## config.mk

```make
export PLATFORM = sky130hd
export DESIGN_NAME = imm_decode_stage_flat
export DESIGN_NICKNAME = d
export VERILOG_FILES = /design/src/rtl/imm_decode_stage_pkg.sv /design/src/rtl/imm_decode_stage_if.sv /design/src/rtl/imm_format_decoder.sv /design/src/rtl/imm_decode_stage.sv /design/src/flat_wrapper.sv
export SDC_FILE = /design/constraint.sdc
export NUM_CORES = 1
export LEC_CHECK = 0
export ABC_AREA = 1
export CORE_AREA = 2 2 123 149
export DETAILED_ROUTE_END_ITERATION = 7
export DIE_AREA = 0 0 125 151
export PLACE_DENSITY = 0.67
export SLEW_MARGIN = 20
export SYNTH_ARGS = -nofsm -noshare
export SYNTH_HDL_FRONTEND = slang
export SYNTH_SLANG_ARGS = --single-unit
```

## constraint.sdc

```tcl
create_clock -name clk -period 4.9 [get_ports clk]
set_clock_uncertainty 0.05 [all_clocks]
set_input_delay 1.47 -clock clk [delete_from_list [all_inputs] [get_ports clk]]
set_output_delay 1.47 -clock clk [all_outputs]
set_load 0.02 [all_outputs]
```

## src/rtl/imm_decode_stage_pkg.sv

```systemverilog
// Shared types for the immediate-generation stage: RV32I opcode constants,
// an instruction word with I-type and U-type views, and the immediate format enum.
package imm_decode_stage_pkg;

    localparam logic [6:0] OPC_LOAD     = 7'b0000011;
    localparam logic [6:0] OPC_MISC_MEM = 7'b0001111;
    localparam logic [6:0] OPC_OP_IMM   = 7'b0010011;
    localparam logic [6:0] OPC_AUIPC    = 7'b0010111;
    localparam logic [6:0] OPC_STORE    = 7'b0100011;
    localparam logic [6:0] OPC_OP       = 7'b0110011;
    localparam logic [6:0] OPC_LUI      = 7'b0110111;
    localparam logic [6:0] OPC_BRANCH   = 7'b1100011;
    localparam logic [6:0] OPC_JALR     = 7'b1100111;
    localparam logic [6:0] OPC_JAL      = 7'b1101111;
    localparam logic [6:0] OPC_SYSTEM   = 7'b1110011;

    typedef enum logic [2:0] {
        FMT_R    = 3'd0,
        FMT_I    = 3'd1,
        FMT_S    = 3'd2,
        FMT_B    = 3'd3,
        FMT_U    = 3'd4,
        FMT_J    = 3'd5,
        FMT_Z    = 3'd6,
        FMT_NONE = 3'd7
    } imm_fmt_t;

    typedef struct packed {
        logic [11:0] imm;
        logic [4:0]  rs1;
        logic [2:0]  funct3;
        logic [4:0]  rd;
        logic [6:0]  opcode;
    } instr_i_t;

    typedef struct packed {
        logic [19:0] imm;
        logic [4:0]  rd;
        logic [6:0]  opcode;
    } instr_u_t;

    typedef union packed {
        logic [31:0] raw;
        instr_i_t    i;
        instr_u_t    u;
    } instr_t;

endpackage

```

## src/rtl/imm_decode_stage_if.sv

```systemverilog
// Valid/ready bundle between fetch and the immediate stage, plus the result bus.
// master: the stage side (drives in_ready and all out_* results).
// slave:  the surrounding pipeline (drives instructions and out_ready).
interface imm_decode_stage_if
    import imm_decode_stage_pkg::*;
#(
    parameter int unsigned DWIDTH = 32
) ();

    logic              in_valid;
    logic              in_ready;
    instr_t            in_instr;
    logic              out_valid;
    logic              out_ready;
    instr_t            out_instr;
    logic [DWIDTH-1:0] out_imm;
    imm_fmt_t          out_fmt;
    logic              out_illegal;

    modport master (
        input  in_valid,
        output in_ready,
        input  in_instr,
        output out_valid,
        input  out_ready,
        output out_instr,
        output out_imm,
        output out_fmt,
        output out_illegal
    );

    modport slave (
        output in_valid,
        input  in_ready,
        output in_instr,
        input  out_valid,
        output out_ready,
        input  out_instr,
        input  out_imm,
        input  out_fmt,
        input  out_illegal
    );

endinterface

```

## src/rtl/imm_format_decoder.sv

```systemverilog
// Combinational RV32I immediate decoder: instruction word in, extended immediate,
// format class and illegal-opcode flag out. Every path yields a defined value.
// Optional macro IMM_ZICSR_EN makes SYSTEM legal (CSR address / zimm decode).
module imm_format_decoder
    import imm_decode_stage_pkg::*;
#(
    parameter int unsigned DWIDTH = 32
) (
    input  instr_t            instr,
    output logic [DWIDTH-1:0] imm,
    output imm_fmt_t          fmt,
    output logic              illegal
);

    logic [31:0] r;
    assign r = instr.raw;

    // Widen a 32-bit immediate whose bit 31 already carries instr[31].
    function automatic logic [DWIDTH-1:0] sext32(input logic [31:0] v);
        return DWIDTH'($signed(v));
    endfunction

    // Opcode decode with safe defaults for anything unsupported.
    always_comb begin
        imm     = '0;
        fmt     = FMT_NONE;
        illegal = 1'b0;
        case (instr.i.opcode)
            OPC_OP_IMM, OPC_LOAD, OPC_JALR: begin
                fmt = FMT_I;
                imm = sext32({{20{r[31]}}, r[31:20]});
            end
            OPC_STORE: begin
                fmt = FMT_S;
                imm = sext32({{20{r[31]}}, r[31:25], r[11:7]});
            end
            OPC_BRANCH: begin
                fmt = FMT_B;
                imm = sext32({{20{r[31]}}, r[7], r[30:25], r[11:8], 1'b0});
            end
            OPC_JAL: begin
                fmt = FMT_J;
                imm = sext32({{12{r[31]}}, r[19:12], r[20], r[30:21], 1'b0});
            end
            OPC_LUI, OPC_AUIPC: begin
                fmt = FMT_U;
                imm = sext32({instr.u.imm, 12'b0});
            end
            OPC_OP: begin
                fmt = FMT_R;
            end
            OPC_MISC_MEM: begin
                fmt = FMT_NONE;
            end
            OPC_SYSTEM: begin
`ifdef IMM_ZICSR_EN
                // funct3[2] selects the immediate-operand CSR forms.
                if (instr.i.funct3[2]) begin
                    fmt = FMT_Z;
                    imm = DWIDTH'(instr.i.rs1);
                end else begin
                    fmt = FMT_I;
                    imm = DWIDTH'(instr.i.imm);
                end
`else
                illegal = 1'b1;
`endif
            end
            default: begin
                illegal = 1'b1;
            end
        endcase
    end

endmodule

```

## src/rtl/imm_decode_stage.sv

```systemverilog
// Registered immediate-generation stage with a 2-entry skid buffer so that
// in_ready comes straight from a flop. Keeps a saturating count of illegal
// instructions handed downstream.
// Optional macro IMM_ZICSR_EN (in imm_format_decoder): decode SYSTEM as legal.
module imm_decode_stage
    import imm_decode_stage_pkg::*;
#(
    parameter int unsigned DWIDTH    = 32,
    parameter int unsigned CNT_WIDTH = 16
) (
    input  logic                 clk,
    input  logic                 rst,
    input  logic                 flush,
    imm_decode_stage_if.master   bus,
    output logic [CNT_WIDTH-1:0] illegal_cnt
);

    typedef enum logic [1:0] {StEmpty, StOne, StTwo} state_t;

    state_t            state_q, state_d;
    logic              in_ready_q;
    logic              push, pop;
    logic              load_main_in, load_main_skid, load_skid;

    logic [DWIDTH-1:0] dec_imm;
    imm_fmt_t          dec_fmt;
    logic              dec_illegal;

    instr_t            main_instr_q, skid_instr_q;
    logic [DWIDTH-1:0] main_imm_q, skid_imm_q;
    imm_fmt_t          main_fmt_q, skid_fmt_q;
    logic              main_illegal_q, skid_illegal_q;
    logic [CNT_WIDTH-1:0] cnt_q;

    imm_format_decoder #(
        .DWIDTH (DWIDTH)
    ) u_dec (
        .instr   (bus.in_instr),
        .imm     (dec_imm),
        .fmt     (dec_fmt),
        .illegal (dec_illegal)
    );

    assign push = bus.in_valid & in_ready_q;
    assign pop  = (state_q != StEmpty) & bus.out_ready;

    // Occupancy next-state and which buffer slot each transfer writes.
    always_comb begin
        state_d        = state_q;
        load_main_in   = 1'b0;
        load_main_skid = 1'b0;
        load_skid      = 1'b0;
        if (flush) begin
            state_d = StEmpty;
        end else begin
            case (state_q)
                StEmpty: begin
                    if (push) begin
                        state_d      = StOne;
                        load_main_in = 1'b1;
                    end
                end
                StOne: begin
                    if (push && !pop) begin
                        state_d   = StTwo;
                        load_skid = 1'b1;
                    end else if (pop && !push) begin
                        state_d = StEmpty;
                    end else if (push && pop) begin
                        load_main_in = 1'b1;
                    end
                end
                StTwo: begin
                    // in_ready is low here, so only a pop can happen.
                    if (pop) begin
                        state_d        = StOne;
                        load_main_skid = 1'b1;
                    end
                end
                default: begin
                    state_d = StEmpty;
                end
            endcase
        end
    end

    // State, registered ready, buffer slots and the illegal counter.
    always_ff @(posedge clk) begin
        if (rst) begin
            assert (DWIDTH >= 32 && CNT_WIDTH >= 1)
                else $error("imm_decode_stage: DWIDTH must be >= 32 and CNT_WIDTH >= 1");
            state_q        <= StEmpty;
            in_ready_q     <= 1'b0;
            main_instr_q   <= '0;
            main_imm_q     <= '0;
            main_fmt_q     <= FMT_NONE;
            main_illegal_q <= 1'b0;
            skid_instr_q   <= '0;
            skid_imm_q     <= '0;
            skid_fmt_q     <= FMT_NONE;
            skid_illegal_q <= 1'b0;
            cnt_q          <= '0;
        end else begin
            state_q    <= state_d;
            in_ready_q <= (state_d != StTwo);
            if (load_main_in) begin
                main_instr_q   <= bus.in_instr;
                main_imm_q     <= dec_imm;
                main_fmt_q     <= dec_fmt;
                main_illegal_q <= dec_illegal;
            end else if (load_main_skid) begin
                main_instr_q   <= skid_instr_q;
                main_imm_q     <= skid_imm_q;
                main_fmt_q     <= skid_fmt_q;
                main_illegal_q <= skid_illegal_q;
            end
            if (load_skid) begin
                skid_instr_q   <= bus.in_instr;
                skid_imm_q     <= dec_imm;
                skid_fmt_q     <= dec_fmt;
                skid_illegal_q <= dec_illegal;
            end
            // Only entries actually delivered are counted; flush leaves it alone.
            if (pop && main_illegal_q && (cnt_q != '1)) begin
                cnt_q <= cnt_q + CNT_WIDTH'(1);
            end
        end
    end

    assign bus.in_ready    = in_ready_q;
    assign bus.out_valid   = (state_q != StEmpty);
    assign bus.out_instr   = main_instr_q;
    assign bus.out_imm     = main_imm_q;
    assign bus.out_fmt     = main_fmt_q;
    assign bus.out_illegal = main_illegal_q;
    assign illegal_cnt     = cnt_q;

endmodule

```

## src/flat_wrapper.sv

```systemverilog
// flat-port wrapper written by rule: the top's interface ports become plain ports
module imm_decode_stage_flat import imm_decode_stage_pkg::*;
#(
    parameter int unsigned DWIDTH    = 32,
    parameter int unsigned CNT_WIDTH = 16
)
  (clk, rst, flush, illegal_cnt, bus_in_valid, bus_in_ready, bus_in_instr, bus_out_valid, bus_out_ready, bus_out_instr, bus_out_imm, bus_out_fmt, bus_out_illegal);
  imm_decode_stage_if #(.DWIDTH(DWIDTH)) bus_i ();
  input  logic clk;
  input  logic rst;
  input  logic flush;
  output logic [CNT_WIDTH-1:0] illegal_cnt;
  input wire logic [$bits(bus_i.in_valid)-1:0] bus_in_valid;
  output wire logic [$bits(bus_i.in_ready)-1:0] bus_in_ready;
  input wire logic [$bits(bus_i.in_instr)-1:0] bus_in_instr;
  output wire logic [$bits(bus_i.out_valid)-1:0] bus_out_valid;
  input wire logic [$bits(bus_i.out_ready)-1:0] bus_out_ready;
  output wire logic [$bits(bus_i.out_instr)-1:0] bus_out_instr;
  output wire logic [$bits(bus_i.out_imm)-1:0] bus_out_imm;
  output wire logic [$bits(bus_i.out_fmt)-1:0] bus_out_fmt;
  output wire logic [$bits(bus_i.out_illegal)-1:0] bus_out_illegal;
  assign bus_i.in_valid = bus_in_valid;
  assign bus_in_ready = bus_i.in_ready;
  assign bus_i.in_instr = bus_in_instr;
  assign bus_out_valid = bus_i.out_valid;
  assign bus_i.out_ready = bus_out_ready;
  assign bus_out_instr = bus_i.out_instr;
  assign bus_out_imm = bus_i.out_imm;
  assign bus_out_fmt = bus_i.out_fmt;
  assign bus_out_illegal = bus_i.out_illegal;
  imm_decode_stage #(.DWIDTH(DWIDTH), .CNT_WIDTH(CNT_WIDTH)) u_core (.clk(clk), .rst(rst), .flush(flush), .bus(bus_i), .illegal_cnt(illegal_cnt));
endmodule
```

==> impl_metrics.yaml <==
status:
  status: "finished clean"
pwr:
  p_int_w: 0.00201
  ir_worst_vdd_mv: 0.241
  p_per_area_nw_per_um2: 305
  swShare_pct: 24.2
  leakage_nw: 3.39
  p_comb_share_pct: 7.9
  clkPwrFrac_pct: 43.4
  p_sw_w: 0.000644
  p_seq_share_pct: 48.6
detailed_routing:
  drt-pass1-iter-count: 5
  drc_errors: 0
  routed_wl_mm: 19.0
  drtAntennaViolNets: 0
  wire_per_inst_um: 14.9
  avgViaCountPerCell: 5.14
  drt_iter0_drc: 431
  dr_total_vias: 6527
global_route:
  grt_pass1_vias: 6201
  grt_start_max_net_pins: 84
  antenna_found_initial: 0
  grt_first_pass_wirelength_mm: 31.0
  grt.overflow.total: 0
  grt.total_usage_pct: 20.2
synth:
  synthCells: 948
  avgSynthCellArea_sq_um: 7.28
  synth_area_sq_um: 6900
  ys_ff_latch: 155
  ys_top_cells_by_area: "dfxtp_1 45%, nand2_1 11%, o21ai_0 9.5%"
  yosysSeqAreaShare_pct: 45.0
  synth_cell_types: 35
  ys_warn_count: 0
  synth_top_area_share_pct: 45.0
  syn-num-nets: 986
  yosysTopAreaCell: "dfxtp_1"
die:
  fp.dieH_um: 151
  start_util_pct: 39.7
  rows: 53
  design.die.area_sq_um: 18900
  die_w_um: 125
  core_region_area_sq_um: 17400
  io_pins: 123
clocking:
  cts_resized: 0
  cts_setup_buffers: 0
  cts_buffer_depth: 2
  clock-sinks: 155
  clock_latency_ps: 420
  postCtsHoldBufs: 0
  clkTransAtPathRegs_ps: 60
  cts.htree.levels: 4
  cts_tree: "yes"
  cts-root-buf: "clkbuf_16"
  cts_inserted_buffers: 17
timing:
  fin_crit_ps: 3350
  rsz0062_at_grt: "false"
  max_freq_mhz: 299
  finalHoldViolCount: 0
  final.setup.tns_ps: 0
  finalMaxSlewViolations: 0
  setup_viol: 0
  worst_pin_slew_ps: 933
  slew-limit-headroom_pct: 37.8
  fin_crit_sh_pct: 68.3
critical_path:
  critPathMaxFanout: 45
  cp.required_ps: 5210
  startpoint_type: "input pin"
  arrival_ps: 3660
  end_kind: "flop"
  criticalPathCategory: "in -> reg"
placed_design:
  port_buffers: 122
  dpl.hpwl_mm: 12.3
  gp_congestion: 0.844
  placed_area_sq_um: 8200
finish:
  fin_area_sq_um: 8710
  diodes: 0
  drive_gt1_share_pct: 5.62
  nFillCells: 1758
  area_delta_synth_final_pct: 26.2
  fin_nets: 1075
run:
  drv_cap: 0
min_path:
  min_path_type: "reg -> reg"
-- final timing paths --
kind / startpoint / end / slack [ps] / cells past startpoint
max reg2reg: u_core.state_q[0]$_SDFF_PP0_ / u_core.bus.out_imm[24]$_SDFFE_PP0P_ / 2750 / 7
min: u_core.skid_instr_q[0]$_SDFFE_PP0P_ / u_core.skid_instr_q[0]$_SDFFE_PP0P_ / 400 / 2
max: bus_out_ready / u_core.skid_imm_q[29]$_SDFFE_PP0P_ / 1550 / 7
min reg2reg: u_core.skid_instr_q[0]$_SDFFE_PP0P_ / u_core.skid_instr_q[0]$_SDFFE_PP0P_ / 400 / 2
-- cell type report --
| class | instances | area (sq um) | area share, % |
|---|---|---|---|
| Inverter | 100 | 375 | 4.31 |
| Clock inverter | 9 | 50.0 | 0.575 |
| Sequential cell | 155 | 3100 | 35.6 |
| Clock buffer | 22 | 454 | 5.22 |
| Timing Repair Buffer | 130 | 1280 | 14.7 |
| Multi-Input combinational cell | 633 | 3170 | 36.4 |
| Tap cell | 220 | 275 | 3.16 |
-- per-stage QoR --
step | std cells | utilization (%) | power [W] | hold slack, ps | setup slack [ps]
after floorplan | 948 | - | 0.00142 | 375 | 2360
after global placement | 1238 | 47.2 | 0.00153 | 382 | 1160
after detailed placement | 1238 | 47.2 | 0.00153 | 387 | 1120
after CTS | 1269 | 50.1 | 0.00268 | 397 | 1550
after global routing | 1269 | 50.1 | 0.00277 | 413 | 1360
final | 1269 | 50.1 | 0.00266 | 397 | 1550
-- power by group through the flow --
| stage | logic (W) | registers (W) | clock network (W) |
|---|---|---|---|
| after floorplan | 0.0000847 | 0.00134 | 0 |
| after global placement | 0.000211 | 0.00132 | 0 |
| after detailed placement | 0.000212 | 0.00132 | 0 |
| after CTS | 0.000213 | 0.00129 | 0.00118 |
| after global routing | 0.000230 | 0.00129 | 0.00124 |
| final | 0.000211 | 0.00129 | 0.00115 |
-- cell usage after synthesis --
cell      number
nor3_2         1
nor3_1         2
a21oi_1      126
inv_1         96
and3_1         1
nand4_1        4
clkbuf_1      38
xnor2_1        7
nor2_2         3
o21a_1         2
nand3_1       37
a22oi_1       30
clkinv_1       1
o22ai_1        1
nand2_1      204
o221ai_1       1
buf_2         16
o21ai_1        7
nand3_2        1
buf_1          2
dfxtp_1      155
inv_2          3
nor2_1        31
buf_6          3
o21ai_4        2
o21ai_0      131
nor2_4         4
nand2_2        6
nand2_4        1
ha_1           1
o21bai_1      24
xor2_1         4
o31ai_1        1
o211ai_1       1
clkbuf_2       1
-- cell usage in the layout (no fill, tap or decap), types with 8 or more instances in the layout --
master,instances
nand2_1,204
dfxtp_1,155
o21ai_0,131
a21oi_1,126
clkdlybuf4s50_1,121
inv_1,95
nand3_1,36
nor2_1,31
a22oi_1,30
o21bai_1,24
clkbuf_16,17
buf_4,8
-- sequential cells by signal (all words and copies together), names as in the netlist --
signal and cells:
u_core.bus.out_instr 32, u_core.illegal_cnt 16, u_core.skid_imm_q 32, u_core.bus.out_illegal 1, u_core.state_q 2, u_core.bus.out_fmt 3, u_core.skid_illegal_q 1, u_core.bus.out_imm 32
u_core.skid_instr_q 32, u_core.bus.in_ready 1, u_core.skid_fmt_q 3
-- routing by layer --
layer  up-vias  share of wire, %  GRT usage, %
met4         0               2.5          8.28
met1      2996                44          24.9
met2       181                49          34.7
met5         -                 0             0
met3        37               4.7          4.17
li1       3313                 -             -
-- critical path, stage by stage --
cell	delay, ps
clkdlybuf4s50_1	500
nor2_2	250
nand3_4	350
inv_2	650
o21ai_0	150
o21bai_1	190
inv_1	70
-- logic make-up (layout without fill, tap and decap cells) --
| group | count (synthesis) | in the layout | synth area share, % |
|---|---|---|---|
| adders and majority gates | 1 | 1 | 0.181 |
| DFF | 155 | 155 | 45.0 |
| and+or+nand+nor | 295 | 295 | 18.0 |
| xor gates and xnor gates | 11 | 11 | 1.40 |
| buffers and inverters | 160 | 261 | 9.34 |
| AOI/OAI and AO/OA | 326 | 326 | 26.1 |
No activity file was read; power rests on OpenSTA's default activity.
